<file path="src/rtl/uart_pkg.sv">
// ----------------------------------------------------------------------------
// uart_pkg
// Shared UART constants used by the receive FIFO and by the memory-map status
// decode that reads Count / OutValid / Overflow.
//   UART_BYTE_W     : width of one UART character
//   RX_FIFO_DEPTH   : default receive FIFO depth (entries)
//   RX_FIFO_PTR_W   : pointer / occupancy width for the default depth
//   fifo_ptr_w()    : pointer width for an arbitrary depth (index bits + wrap bit)
// ----------------------------------------------------------------------------
package uart_pkg;

    localparam int UART_BYTE_W   = 8;
    localparam int RX_FIFO_DEPTH = 8;

    // One extra bit beyond the index lets full and empty be told apart
    // without a separate occupancy flag.
    function automatic int fifo_ptr_w(input int depth);
        return $clog2(depth) + 1;
    endfunction

    localparam int RX_FIFO_PTR_W = fifo_ptr_w(RX_FIFO_DEPTH);

endpackage : uart_pkg

</file>
<file path="src/rtl/uart_rx_fifo_mem.sv">
// ----------------------------------------------------------------------------
// fifo_mem
// WIDTH x DEPTH register array: synchronous write, asynchronous read.
//   clk   : write clock
//   we    : write enable
//   waddr : write index
//   wdata : write data
//   raddr : read index
//   rdata : combinational read of the addressed entry
// ----------------------------------------------------------------------------
module fifo_mem #(
    parameter int WIDTH = 8,
    parameter int DEPTH = 8
) (
    input  logic                     clk,
    input  logic                     we,
    input  logic [$clog2(DEPTH)-1:0] waddr,
    input  logic [WIDTH-1:0]         wdata,
    input  logic [$clog2(DEPTH)-1:0] raddr,
    output logic [WIDTH-1:0]         rdata
);

    logic [WIDTH-1:0] mem_q [DEPTH];

    // NOTE: the array has no reset; entries are only ever read after being
    // written, and leaving it out keeps it a plain register file.
    always_ff @(posedge clk) begin
        if (we) begin
            mem_q[waddr] <= wdata;
        end
    end

    assign rdata = mem_q[raddr];

endmodule : fifo_mem

</file>
<file path="src/rtl/uart_rx_fifo.sv">
// ----------------------------------------------------------------------------
// uart_rx_fifo
// Receive byte buffer between the UART receiver and the CPU load path.
// Stores up to DEPTH bytes in arrival order and presents the oldest one
// first-word-fall-through. Bytes arriving while full are dropped and flagged
// through a sticky Overflow bit.
//   Clock, Reset    : clock; asynchronous active-high reset
//   InData, InValid : byte from the UART and its valid
//   InReady         : to UART DataOutReady; 0 in reset, 1 otherwise
//   OutData         : oldest byte (0 while empty)
//   OutValid        : FIFO non-empty
//   OutReady        : datapath pop strobe
//   Count           : occupancy 0..DEPTH
//   Overflow        : sticky drop flag
//   ClearOverflow   : synchronous clear of Overflow (a same-cycle drop wins)
// ----------------------------------------------------------------------------
module uart_rx_fifo
    import uart_pkg::*;
#(
    parameter int DEPTH = RX_FIFO_DEPTH,
    parameter int WIDTH = UART_BYTE_W
) (
    input  logic                   Clock,
    input  logic                   Reset,
    input  logic [WIDTH-1:0]       InData,
    input  logic                   InValid,
    output logic                   InReady,
    output logic [WIDTH-1:0]       OutData,
    output logic                   OutValid,
    input  logic                   OutReady,
    output logic [$clog2(DEPTH):0] Count,
    output logic                   Overflow,
    input  logic                   ClearOverflow
);

    localparam int AW = $clog2(DEPTH);
    localparam int PW = fifo_ptr_w(DEPTH);

    logic [PW-1:0]    wr_ptr_q, wr_ptr_d;
    logic [PW-1:0]    rd_ptr_q, rd_ptr_d;
    logic [PW-1:0]    count_q, count_d;
    logic             overflow_q, overflow_d;
    logic             in_ready_q, in_ready_d;

    logic             empty, full;
    logic             push, pop, drop;
    logic [WIDTH-1:0] rd_data;

    // Equal pointers mean empty; same index with opposite wrap bits means the
    // writer is exactly one lap ahead, i.e. full.
    assign empty = (wr_ptr_q == rd_ptr_q);
    assign full  = (wr_ptr_q[AW-1:0] == rd_ptr_q[AW-1:0]) &&
                   (wr_ptr_q[AW] != rd_ptr_q[AW]);

    // NOTE: every signal gets its default before any condition so no path
    // leaves a value unassigned and no latch is inferred.
    always_comb begin
        pop        = 1'b0;
        push       = 1'b0;
        drop       = 1'b0;
        wr_ptr_d   = wr_ptr_q;
        rd_ptr_d   = rd_ptr_q;
        overflow_d = overflow_q;
        in_ready_d = 1'b1;

        // A pop on an empty FIFO is ignored, which also makes a same-cycle
        // push+pop on empty a plain push.
        pop  = OutReady & ~empty;
        // At full, a concurrent pop frees the slot the push needs.
        push = InValid & in_ready_q & (~full | pop);
        drop = InValid & in_ready_q & full & ~pop;

        wr_ptr_d = wr_ptr_q + PW'(push);
        rd_ptr_d = rd_ptr_q + PW'(pop);

        if (drop) begin
            overflow_d = 1'b1;
        end else if (ClearOverflow) begin
            overflow_d = 1'b0;
        end
    end

    // Occupancy is derived from the next pointers so it can never drift
    // from them; modulo 2*DEPTH arithmetic handles the wrap for free.
    assign count_d = wr_ptr_d - rd_ptr_d;

    // NOTE: state registers use non-blocking assignments so every flop
    // samples the pre-edge values regardless of statement order.
    always_ff @(posedge Clock or posedge Reset) begin
        if (Reset) begin
            wr_ptr_q   <= '0;
            rd_ptr_q   <= '0;
            count_q    <= '0;
            overflow_q <= 1'b0;
            in_ready_q <= 1'b0;
        end else begin
            wr_ptr_q   <= wr_ptr_d;
            rd_ptr_q   <= rd_ptr_d;
            count_q    <= count_d;
            overflow_q <= overflow_d;
            in_ready_q <= in_ready_d;
        end
    end

    fifo_mem #(
        .WIDTH (WIDTH),
        .DEPTH (DEPTH)
    ) u_mem (
        .clk   (Clock),
        .we    (push),
        .waddr (wr_ptr_q[AW-1:0]),
        .wdata (InData),
        .raddr (rd_ptr_q[AW-1:0]),
        .rdata (rd_data)
    );

    // Stale array contents are masked while empty so the bus reads 0 out of
    // reset and after draining.
    assign OutData  = empty ? '0 : rd_data;
    assign OutValid = ~empty;
    assign Count    = count_q;
    assign Overflow = overflow_q;
    assign InReady  = in_ready_q;

endmodule : uart_rx_fifo

</file>
<file path="config.mk">
export PLATFORM = sky130hd
export DESIGN_NAME = uart_rx_fifo
export DESIGN_NICKNAME = d
export VERILOG_FILES = /design/src/rtl/uart_pkg.sv /design/src/rtl/uart_rx_fifo_mem.sv /design/src/rtl/uart_rx_fifo.sv
export SDC_FILE = /design/constraint.sdc
export NUM_CORES = 1
export LEC_CHECK = 0
export CAP_MARGIN = 5
export CORE_ASPECT_RATIO = 0.6
export CORE_MARGIN = 2
export CORE_UTILIZATION = 50
export DETAILED_ROUTE_END_ITERATION = 8
export DONT_BUFFER_PORTS = 1
export SYNTH_ARGS = -nofsm -noshare
export SYNTH_HDL_FRONTEND = slang
export SYNTH_SLANG_ARGS = --single-unit
export TNS_END_PERCENT = 10
</file>
<file path="constraint.sdc">
create_clock -name Clock -period 3.9 [get_ports Clock]
set_clock_uncertainty 0.15 [all_clocks]
set_input_delay 0.195 -clock Clock [delete_from_list [all_inputs] [get_ports Clock]]
set_output_delay 0.195 -clock Clock [all_outputs]
set_load 0.005 [all_outputs]
</file>
==> results.sh <==
export IMPL_clock_root_buffer="clkbuf_8"
export IMPL_switching_share_pct=34.5
export IMPL_drv_slew=0
export IMPL_wl_mm=6.27
export IMPL_grt_pass1_wl_mm=9.60
export IMPL_synth_area_leaders="edfxtp_1 59%, dfrtp_1 11%, mux2i_1 9.8%, a22oi_1 3.7%, ha_1 2.7%"
export IMPL_drv_cap=0
export IMPL_crit_slowest_cell="dfrtp_1"
export IMPL_synth_largest_area_cell="edfxtp_1"
export IMPL_grt_max_degree=34
export IMPL_rsz0062_at_grt="no"
export IMPL_via_per_inst=5.52
export IMPL_die_area_um2=7220
export IMPL_clock_fmax_ghz=0.311
export IMPL_syn_to_final_growth_pct=12.5
export IMPL_ir_drop_v=0.000352
export IMPL_ant_nets=0
export IMPL_drc=0
export IMPL_port_buffer_count=0
export IMPL_yosys_warnings=0
export IMPL_overflow=0
export IMPL_relSlewSlack_pct=23.3
export IMPL_critical_path_top_delay_family="adder cells"
export IMPL_die_w_um=108
export IMPL_syn_inst=195
export IMPL_cts_sinks=78
export IMPL_drt_iter0_markers=106
export IMPL_crit_chain="xnor2_1 > nand3_2 > o311ai_4 > inv_2 > ha_1 > ha_1 > ha_1 > a21o_1 > a21oi_1 > xor3_1"
export IMPL_synth_seq_cells=78
export IMPL_clock_latency_ns=0.35
export IMPL_path_class="flip-flop to flip-flop"
export IMPL_p_int_uw=1770
export IMPL_required_ns=3.97
export IMPL_r2r_start="wr_ptr_q[2]"
export IMPL_ys_dominant_reg_cell="edfxtp_1"
export IMPL_crit_fanout=11
export IMPL_post_cts_buffers=0
export IMPL_syn_area_um2=3270
export IMPL_cts_tree="yes"
export IMPL_max_stage_delay_ns=0.51
export IMPL_antenna_cells=0
export IMPL_combPwrFrac_pct=37.1
export IMPL_finalSetupViolCount=0
export IMPL_track_usage_pct=20.0
export IMPL_post_route_min_period_ns=3.22
export IMPL_async_flop_share_pct=17.9
export IMPL_wl_per_cell_um=20.7
export IMPL_start_util_pct=52.5
export IMPL_drive_above_1_share_pct=13.2
export IMPL_r2r_end="Count[3]"
export IMPL_io_pins=28
export IMPL_arrival_ns=3.28
export IMPL_seqPwrFrac_pct=42.5
export IMPL_cts_htree_levels=3
export IMPL_status="finished, final reports clean"
export IMPL_cts_buffers=9
export IMPL_antenna_found_initial=0
export IMPL_finalNetCount=235
export IMPL_path_clk_slew_ns=0.07
export IMPL_critPathMostFrequentCell="ha_1"
export IMPL_worstHoldStart="OutReady"
export IMPL_synth_cell_types=32
export IMPL_fp_row_count=22
export IMPL_synth_edf_count=64
export IMPL_finalSetupTns_ns=0
export IMPL_period_share_pct=82.5
export IMPL_ys_seq_area_share_pct=69.6
export IMPL_syn_area_per_cell_um2=16.8
export IMPL_tightest_slew_ns=1.15
export IMPL_core_um2=6220
export IMPL_power_switching_uw=932
export IMPL_leakagePower_uw=0.00138
export IMPL_cp_start_kind="flip-flop"
export IMPL_hold_class="input pin to flip-flop"
export IMPL_cp_startpoint="wr_ptr_q[2]"
export IMPL_power_frac_clock_pct=20.4
export IMPL_via_count=1674
export IMPL_hold_depth=2
export IMPL_final_cell_count_no_fill=303
export IMPL_grt_pass1_vias=1664
export IMPL_clockBufferDepth=2
export IMPL_dr_pass1_iters=4
export IMPL_cp_end_kind="flip-flop"
export IMPL_dp_cells=276
export IMPL_critPathBufInv=1
export IMPL_dieHeight_um=66.6
export IMPL_reg2reg_setup_slack_ns=0.68
export IMPL_dp_hpwl_mm=4.05
export IMPL_gp_congestion=0.754
export IMPL_hold_violations=0
export IMPL_synthesis_nets=216
export IMPL_synth_top_area_share_pct=58.8
export IMPL_r2r_worst_path_cells=10
export IMPL_worstHoldEndpoint="rd_ptr_q[0]"
export IMPL_powerDensity_nw_per_um2=735
-- cells in the final DEF (no fill, tap or decap), types with 2 or more instances in the layout --
master	Yosys	final
a22oi_1	16	16
nor2b_1	2	2
nand3_1	2	2
nor2_1	2	2
dlygate4sd3_1	0	11
edfxtp_1	64	64
and3_1	8	8
buf_4	0	7
clkbuf_1	0	2
xnor2_2	3	3
xor2_1	3	3
and4b_1	2	2
mux2i_1	32	32
clkbuf_8	0	9
ha_1	7	7
xnor2_1	3	3
dfrtp_1	14	13
clkinv_1	0	2
nor3_1	2	2
nor4b_2	0	3
nand2_1	2	2
and2_1	2	2
inv_1	7	7
-- through the flow --
step / hold WS [ns] / cell area [um2] / util, % / setup slack (ns) / power, uW
finish: 0.0646 / 3680 / 59.1 / 0.684 / 2700
global route: 0.0493 / 3680 / 59.1 / 0.438 / 2900
CTS: 0.0433 / 3680 / 59.1 / 0.679 / 2730
detailed placement: 0.0157 / 3380 / 54.4 / 0.699 / 2160
global placement: -0.00718 / 3380 / 54.4 / 0.870 / 2130
floorplan: -0.0658 / 3270 / - / 1.07 / 1920
-- power by group through the flow --
stage,logic (uW),registers (uW),clock network [uW]
floorplan,815,1100,0
global placement,968,1160,0
detailed placement,996,1170,0
CTS,1020,1150,564
global route,1130,1170,606
finish,1000,1150,551
-- worst reg2reg max path, stage by stage (launching register included) --
cell and delay (ns):
dfrtp_1 0.51, xnor2_1 0.31, nand3_2 0.15, o311ai_4 0.49
inv_2 0.09, ha_1 0.22, ha_1 0.33, ha_1 0.30
a21o_1 0.15, a21oi_1 0.15, xor3_1 0.24
-- cell type report --
type                       instances  area (um2)
fill                             491        2540
sequential                        78        2270
multi-input combinational         99         923
timing repair buffer              18         163
clock buffer                      11         131
tap                               84         105
clock inverter                     5        50.0
inverter                           8        30.0
-- how the worst max path moves through the flow --
stage | end | cells past startpoint
2_1_floorplan | Count[3] | 11
3_3_place_gp | Count[3] | 10
3_5_place_dp | Count[3] | 10
4_1_cts | Count[3] | 10
5_1_grt | Count[3] | 10
6_report | Count[3] | 10
-- cell usage after synthesis (3+ instances only) --
library cell and number:
xor2_1 3, nor4b_1 3, inv_1 7, ha_1 7, edfxtp_1 64, a22oi_1 16, xnor2_1 3, dfrtp_1 14
buf_2 6, mux2i_1 32, xnor2_2 3, and3_1 8
-- sequential cells by signal, summed over array words and instances (netlist names) --
| register | count |
|---|---|
| Count | 4 |
| InReady | 1 |
| Overflow | 1 |
| rd_ptr_q | 4 |
| u_mem.mem_q | 64 |
| wr_ptr_q | 4 |
-- cells by family after synthesis --
kind of cell / Yosys count / share of synthesized area, %
AOI/OAI and AO/OA: 20 / 5.17
DFF: 78 / 69.6
adders and majority gates: 8 / 3.29
xor gates and xnor gates: 10 / 3.83
other: 1 / 0.115
buffers and inverters: 18 / 2.76
and+or+nand+nor: 28 / 5.48
muxes: 32 / 9.80
-- per-layer routing --
layer,share of wire (%),GRT usage (%)
met1,46,27.8
met2,45,28.2
met3,6.8,8.51
met4,1.7,6.73
met5,0,0
-- what timing repair did --
| action | 4_1_cts | 5_1_grt |
|---|---|---|
| gates resized for setup | 0 | 0 |
| hold buffers | 11 | 0 |
| hold endpoints to repair | 79 | 0 |
Power figures use the tool's default switching activity.
